`config.mk`:
```
export PLATFORM = sky130hd
export DESIGN_NAME = l0_skew_buffer_flat
export DESIGN_NICKNAME = d
export VERILOG_FILES = /design/src/rtl/l0_skew_buffer_pkg.sv /design/src/rtl/l0_skew_buffer_if.sv /design/src/rtl/l0_lane_fifo.sv /design/src/rtl/l0_skew_buffer.sv /design/src/flat_wrapper.sv
export SDC_FILE = /design/constraint.sdc
export NUM_CORES = 2
export LEC_CHECK = 0
export BUFFER_PORTS_ARGS = -buffer_cell sky130_fd_sc_hd__buf_2
export CORE_UTILIZATION = 40
export DETAILED_ROUTE_END_ITERATION = 8
export SLEW_MARGIN = 10
export SYNTH_ARGS = -nofsm -noshare
export SYNTH_HDL_FRONTEND = slang
export SYNTH_SLANG_ARGS = --single-unit
```
`constraint.sdc`:
```
create_clock -name clk -period 18.39 [get_ports clk]
set_input_delay 3.678 -clock clk [delete_from_list [all_inputs] [get_ports clk]]
set_output_delay 3.678 -clock clk [all_outputs]
set_load 0.02 [all_outputs]
```
`src/rtl/l0_skew_buffer_pkg.sv`:
```
// l0_skew_buffer_pkg: shared read-mode constants and lane/pointer width helpers
package l0_skew_buffer_pkg;

    localparam logic MODE_PARALLEL = 1'b0;
    localparam logic MODE_SKEW     = 1'b1;

    function automatic int ptr_w(input int depth);
        return $clog2(depth);
    endfunction

    function automatic int lane_lsb(input int lane, input int bw);
        return lane * bw;
    endfunction

endpackage

```
`src/rtl/l0_skew_buffer_if.sv`:
```
// l0_skew_buffer_if: write/read handshake and status bus of the skew buffer
interface l0_skew_buffer_if #(
    parameter int ROW = 8,
    parameter int BW  = 4
);

    logic              wr;
    logic [ROW*BW-1:0] in;
    logic              rd;
    logic              mode;
    logic [ROW*BW-1:0] out;
    logic [ROW-1:0]    o_valid;
    logic              o_full;
    logic              o_ready;
    logic              o_empty;
    logic              o_overflow;
    logic              o_underflow;

    modport master (
        output wr, in, rd, mode,
        input  out, o_valid, o_full, o_ready, o_empty, o_overflow, o_underflow
    );

    modport slave (
        input  wr, in, rd, mode,
        output out, o_valid, o_full, o_ready, o_empty, o_overflow, o_underflow
    );

endinterface

```
`src/rtl/l0_lane_fifo.sv`:
```
// l0_lane_fifo: one lane FIFO with a registered head that only updates on a pop
module l0_lane_fifo
    import l0_skew_buffer_pkg::*;
#(
    parameter int BW    = 4,
    parameter int DEPTH = 64
) (
    input  logic          clk,
    input  logic          reset,
    input  logic          push,
    input  logic          pop,
    input  logic [BW-1:0] din,
    output logic [BW-1:0] dout,
    output logic          empty,
    output logic          full
);

    localparam int AW = ptr_w(DEPTH);

    logic [BW-1:0] mem [DEPTH];
    logic [AW-1:0] wptr;
    logic [AW-1:0] rptr;
    logic [AW:0]   count;
    logic          do_push;
    logic          do_pop;

    // full/empty are pre-edge, so a push never rescues a pop on an empty lane
    assign empty   = count == '0;
    assign full    = count == (AW+1)'(DEPTH);
    assign do_push = push && !full;
    assign do_pop  = pop && !empty;

    // storage array, written at the tail; contents need no reset
    always_ff @(posedge clk) begin
        if (do_push) mem[wptr] <= din;
    end

    // pointers wrap naturally at DEPTH; head register holds between pops
    always_ff @(posedge clk or posedge reset) begin
        if (reset) begin
            wptr  <= '0;
            rptr  <= '0;
            count <= '0;
            dout  <= '0;
        end else begin
            if (do_push) wptr <= wptr + AW'(1);
            if (do_pop) begin
                rptr <= rptr + AW'(1);
                dout <= mem[rptr];
            end
            count <= count + (AW+1)'(do_push) - (AW+1)'(do_pop);
        end
    end

endmodule

```
`src/rtl/l0_skew_buffer.sv`:
```
// l0_skew_buffer: ROW-lane activation buffer with parallel or diagonally skewed reads
module l0_skew_buffer
    import l0_skew_buffer_pkg::*;
#(
    parameter int ROW   = 8,
    parameter int BW    = 4,
    parameter int DEPTH = 64
) (
    input logic clk,
    input logic reset,
    l0_skew_buffer_if.slave bus
);

    logic [ROW-1:0] rd_en;
    logic [ROW-1:0] empty;
    logic [ROW-1:0] full;
    logic           mode_q;
    logic           push;

    // lanes are written atomically so they never drift out of alignment
    assign push        = bus.wr && bus.o_ready;
    assign bus.o_full  = |full;
    assign bus.o_ready = ~bus.o_full;
    assign bus.o_empty = &empty;

    for (genvar i = 0; i < ROW; i++) begin : g_lane
        l0_lane_fifo #(.BW(BW), .DEPTH(DEPTH)) u_fifo (
            .clk   (clk),
            .reset (reset),
            .push  (push),
            .pop   (rd_en[i]),
            .din   (bus.in[lane_lsb(i, BW) +: BW]),
            .dout  (bus.out[lane_lsb(i, BW) +: BW]),
            .empty (empty[i]),
            .full  (full[i])
        );
    end

    // launch chain; mode only switches once the chain has fully drained
    always_ff @(posedge clk or posedge reset) begin
        if (reset) begin
            rd_en  <= '0;
            mode_q <= MODE_PARALLEL;
        end else begin
            rd_en <= (mode_q == MODE_SKEW) ? {rd_en[ROW-2:0], bus.rd} : {ROW{bus.rd}};
            if (rd_en == '0) mode_q <= bus.mode;
        end
    end

    // per-lane valid follows a real pop; error flags stick until reset
    always_ff @(posedge clk or posedge reset) begin
        if (reset) begin
            bus.o_valid     <= '0;
            bus.o_overflow  <= 1'b0;
            bus.o_underflow <= 1'b0;
        end else begin
            bus.o_valid <= rd_en & ~empty;
            if (bus.wr && bus.o_full) bus.o_overflow <= 1'b1;
            if (|(rd_en & empty)) bus.o_underflow <= 1'b1;
        end
    end

endmodule

```
`src/flat_wrapper.sv`:
```
// flat-port wrapper written by rule: the top's interface ports become plain ports
module l0_skew_buffer_flat import l0_skew_buffer_pkg::*;
#(
    parameter int ROW   = 8,
    parameter int BW    = 4,
    parameter int DEPTH = 64
)
  (clk, reset, bus_wr, bus_in, bus_rd, bus_mode, bus_out, bus_o_valid, bus_o_full, bus_o_ready, bus_o_empty, bus_o_overflow, bus_o_underflow);
  l0_skew_buffer_if #(.ROW(ROW), .BW(BW)) bus_i ();
  input logic clk;
  input logic reset;
  input wire logic [$bits(bus_i.wr)-1:0] bus_wr;
  input wire logic [$bits(bus_i.in)-1:0] bus_in;
  input wire logic [$bits(bus_i.rd)-1:0] bus_rd;
  input wire logic [$bits(bus_i.mode)-1:0] bus_mode;
  output wire logic [$bits(bus_i.out)-1:0] bus_out;
  output wire logic [$bits(bus_i.o_valid)-1:0] bus_o_valid;
  output wire logic [$bits(bus_i.o_full)-1:0] bus_o_full;
  output wire logic [$bits(bus_i.o_ready)-1:0] bus_o_ready;
  output wire logic [$bits(bus_i.o_empty)-1:0] bus_o_empty;
  output wire logic [$bits(bus_i.o_overflow)-1:0] bus_o_overflow;
  output wire logic [$bits(bus_i.o_underflow)-1:0] bus_o_underflow;
  assign bus_i.wr = bus_wr;
  assign bus_i.in = bus_in;
  assign bus_i.rd = bus_rd;
  assign bus_i.mode = bus_mode;
  assign bus_out = bus_i.out;
  assign bus_o_valid = bus_i.o_valid;
  assign bus_o_full = bus_i.o_full;
  assign bus_o_ready = bus_i.o_ready;
  assign bus_o_empty = bus_i.o_empty;
  assign bus_o_overflow = bus_i.o_overflow;
  assign bus_o_underflow = bus_i.o_underflow;
  l0_skew_buffer #(.ROW(ROW), .BW(BW), .DEPTH(DEPTH)) u_core (.clk(clk), .reset(reset), .bus(bus_i));
endmodule
```
==> impl_metrics.py <==
metrics = {
    "clock_network": {
        "cts_setup_buffers": 0,
        "clk_pin_slew_ns": 0.06,
        "cts_tree": "done",
        "root_buffer": "clkbuf_16",
        "ctsResizeCount": 0,
        "cts.htree.levels": 4,
        "clock-sinks": 2251,
        "cts_hold_buf": 0,
        "cts_made_buffers": 226,
        "clock_path_buffers": 3,
        "clock_latency_ns": 0.87,
    },
    "placement": {
        "finalWeightedCongestion": 0.784,
        "hpwl_um": 116000,
        "place_area_mm2": 0.0942,
        "io_buffers": 81,
    },
    "timing": {
        "finalSetupViolCount": 0,
        "worstMarginPinSlew_ns": 1.25,
        "fin_crit_ns": 6.88,
        "tns_ns": 0,
        "rsz0062_at_grt": "false",
        "hold_violations": 0,
        "slew_headroom_pct": 16.8,
        "fmax_mhz": 145,
        "finClkSkew_ns": 0.0525,
        "period_share_pct": 37.4,
        "slew_viol_final": 0,
    },
    "die": {
        "die-area_mm2": 0.229,
        "start_util_pct": 40.3,
        "die_y_um": 479,
        "core_mm2": 0.225,
        "io_pins": 82,
        "fp.dieW_um": 479,
        "placementRows": 174,
    },
    "drt": {
        "drtIter0Drc": 3831,
        "viasPerCell": 5.46,
        "antenna_left": 0,
        "routedWlPerCell_um": 23.7,
        "wl_um": 195000,
        "via_count": 44946,
        "firstDrtPassIters": 8,
        "route.detailed.drc": 0,
    },
    "job": {
        "cap_violations": 0,
    },
    "logic_synthesis": {
        "synth_top_area_share_pct": 67.7,
        "synth_ff_type": "edfxtp_1",
        "synth_cell_type_count": 62,
        "ys_seq_elements": 2251,
        "synth_area_mm2": 0.0909,
        "yosys_warnings": 0,
        "async_flop_share_pct": 9.02,
        "ys_seq_area_share_pct": 73.3,
        "synth_top_cells_by_area": "edfxtp_1, mux4_2, dfrtp_1, nor2_1, mux2i_1",
        "synth_edf_count": 2048,
        "avgSynthCellArea_um2": 18.3,
        "synth_top_area_cell": "edfxtp_1",
        "synth_nets": 5108,
        "postSynthCellCount": 4975,
    },
    "layout": {
        "fillers": 19163,
        "area_growth_pct": 11.9,
        "mostFrequentLayoutCell": "edfxtp_1",
        "drive_gt1_share_pct": 19.4,
        "fin_nets": 5167,
        "layout_common_cells": "edfxtp_1, nor2_1, mux4_2",
        "finish.utilization_pct": 45.1,
        "fin_area_mm2": 0.102,
    },
    "outcome": {
        "run_status": "completed",
    },
    "global_routing": {
        "grt_pass1_vias": 46722,
        "grt_usage_pct": 17.1,
        "grt-ovfl-total": 0,
        "grt_pass1_wl_um": 300000,
        "antenna_found_initial": 5,
        "grt_max_degree": 86,
    },
    "power": {
        "cellLeakagePower_uw": 0.0327,
        "powerDensity_mw_per_mm2": 152,
        "irDropWorstVdd_v": 0.0000880,
    },
    "setup_path": {
        "cp.arrival_ns": 7.60,
        "crit_path_max_fanout": 57,
        "crit_type": "input pin to flip-flop",
        "worstSetupStartpointType": "input pin",
        "cp-end-kind": "flip-flop",
        "critPathRequiredTime_ns": 19.11,
    },
    "worst_hold_path": {
        "worst_hold_path_type": "flip-flop to flip-flop",
    },
}
==> stage by stage <==
| stage | total power (uW) | hold WS (ns) | setup slack, ns | std cells |
|---|---|---|---|---|
| 3_3_place_gp | 11000 | 0.446 | 10.62 | 7797 |
| 3_5_place_dp | 11000 | 0.443 | 10.58 | 7797 |
| 5_1_grt | 16200 | 0.469 | 11.19 | 8228 |
| 6_report | 15400 | 0.454 | 11.51 | 8232 |
| 4_1_cts | 15600 | 0.457 | 11.33 | 8226 |
| 2_1_floorplan | 9720 | 0.470 | 9.17 | 4975 |
==> final timing paths <==
| kind | start | to | slack (ns) | cells after the start |
|---|---|---|---|---|
| worst max-delay path | bus_wr | u_core.g_lane[5].u_fifo.count[6] | 11.51 | 16 |
| worst min-delay path | u_core.bus.o_overflow | u_core.bus.o_overflow | 0.45 | 1 |
| worst max register to register | u_core.g_lane[1].u_fifo.count[2] | u_core.g_lane[5].u_fifo.count[6] | 13.09 | 19 |
| worst min register to register | u_core.bus.o_overflow | u_core.bus.o_overflow | 0.45 | 1 |
| max in group asynchronous | reset | u_core.g_lane[0].u_fifo.rptr[0] | 13.05 | 4 |
| min in group asynchronous | reset | u_core.bus.o_valid[5] | 2.97 | 2 |
==> state kept, by name, summed over array words and instances (netlist names) <==
name                        cells
u_core.bus.o_overflow           1
u_core.rd_en                    8
u_core.bus.o_valid              8
u_core.g_lane.u_fifo.mem     2048
u_core.g_lane.u_fifo.wptr      48
u_core.g_lane.u_fifo.rptr      48
u_core.g_lane.u_fifo.dout      32
u_core.g_lane.u_fifo.count     56
u_core.bus.o_underflow          1
u_core.mode_q                   1
==> routing by layer <==
layer | part of all wire (%) | GRT usage (%) | wire (um) | vias to the layer above
met1 | 44 | 24.1 | 86200 | 23662
li1 | - | - | - | 19847
met4 | 1.9 | 4.23 | 3730 | 4
met5 | 0.014 | 0 | 27 | -
met2 | 49 | 27.8 | 95300 | 1173
met3 | 5.1 | 2.71 | 9900 | 260
==> area by class of cell <==
class                   count  area [um^2]  area share [%]
diodes                      5         12.5          0.0123
clock buffers             332         6340            6.23
clock inverters            97         1090            1.07
inverters                  98          375           0.369
multi-input cells        2326        22600            22.3
flip-flops and latches   2251        66600            65.6
well taps                2992         3740            3.68
repair buffers            131          803           0.790
==> logic make-up after synthesis <==
kind of cell | count (synthesis) | synth area share (%)
flip-flops | 2251 | 73.3
AND/OR/NAND/NOR | 1084 | 5.52
multiplexers | 654 | 14.1
buffers and inverters | 398 | 1.79
AO/OA/AOI/OAI | 372 | 2.79
XOR/XNOR | 120 | 1.16
adder cells (fa/ha/maj) | 96 | 1.39
==> Yosys cell counts (33+ instances only) <==
| cell | n |
|---|---|
| a22oi_1 | 79 |
| a211oi_1 | 35 |
| nand3b_1 | 38 |
| dfrtp_1 | 203 |
| clkbuf_1 | 139 |
| a21oi_1 | 80 |
| edfxtp_1 | 2048 |
| nand4_1 | 33 |
| mux2i_1 | 141 |
| xnor2_1 | 95 |
| nand3_1 | 61 |
| ha_1 | 88 |
| mux4_2 | 497 |
| buf_1 | 67 |
| nor2_1 | 591 |
| buf_2 | 89 |
| nor2b_1 | 46 |
| inv_1 | 96 |
| nand2_1 | 176 |
==> critical path: stages <==
cell and delay [ns]:
buf_2 0.13, inv_1 0.08, nor4b_4 1.00, buf_4 0.78
inv_1 0.10, ha_1 0.32, inv_1 0.06, ha_1 0.15
inv_1 0.06, fa_1 0.42, nand2b_1 0.16, a21oi_1 0.17
o21ai_0 0.10, a21oi_1 0.15, nor2_1 0.06, xnor2_1 0.13
==> report_power, final <==
part / internal, uW / switching, uW / total, uW / leakage, uW
Combinational: 1920 / 2290 / 4200 / 0.00822
Sequential: 6000 / 648 / 6650 / 0.0208
Clock: 2640 / 1930 / 4570 / 0.00360
Note: power is estimated with default switching activity, not from simulation.
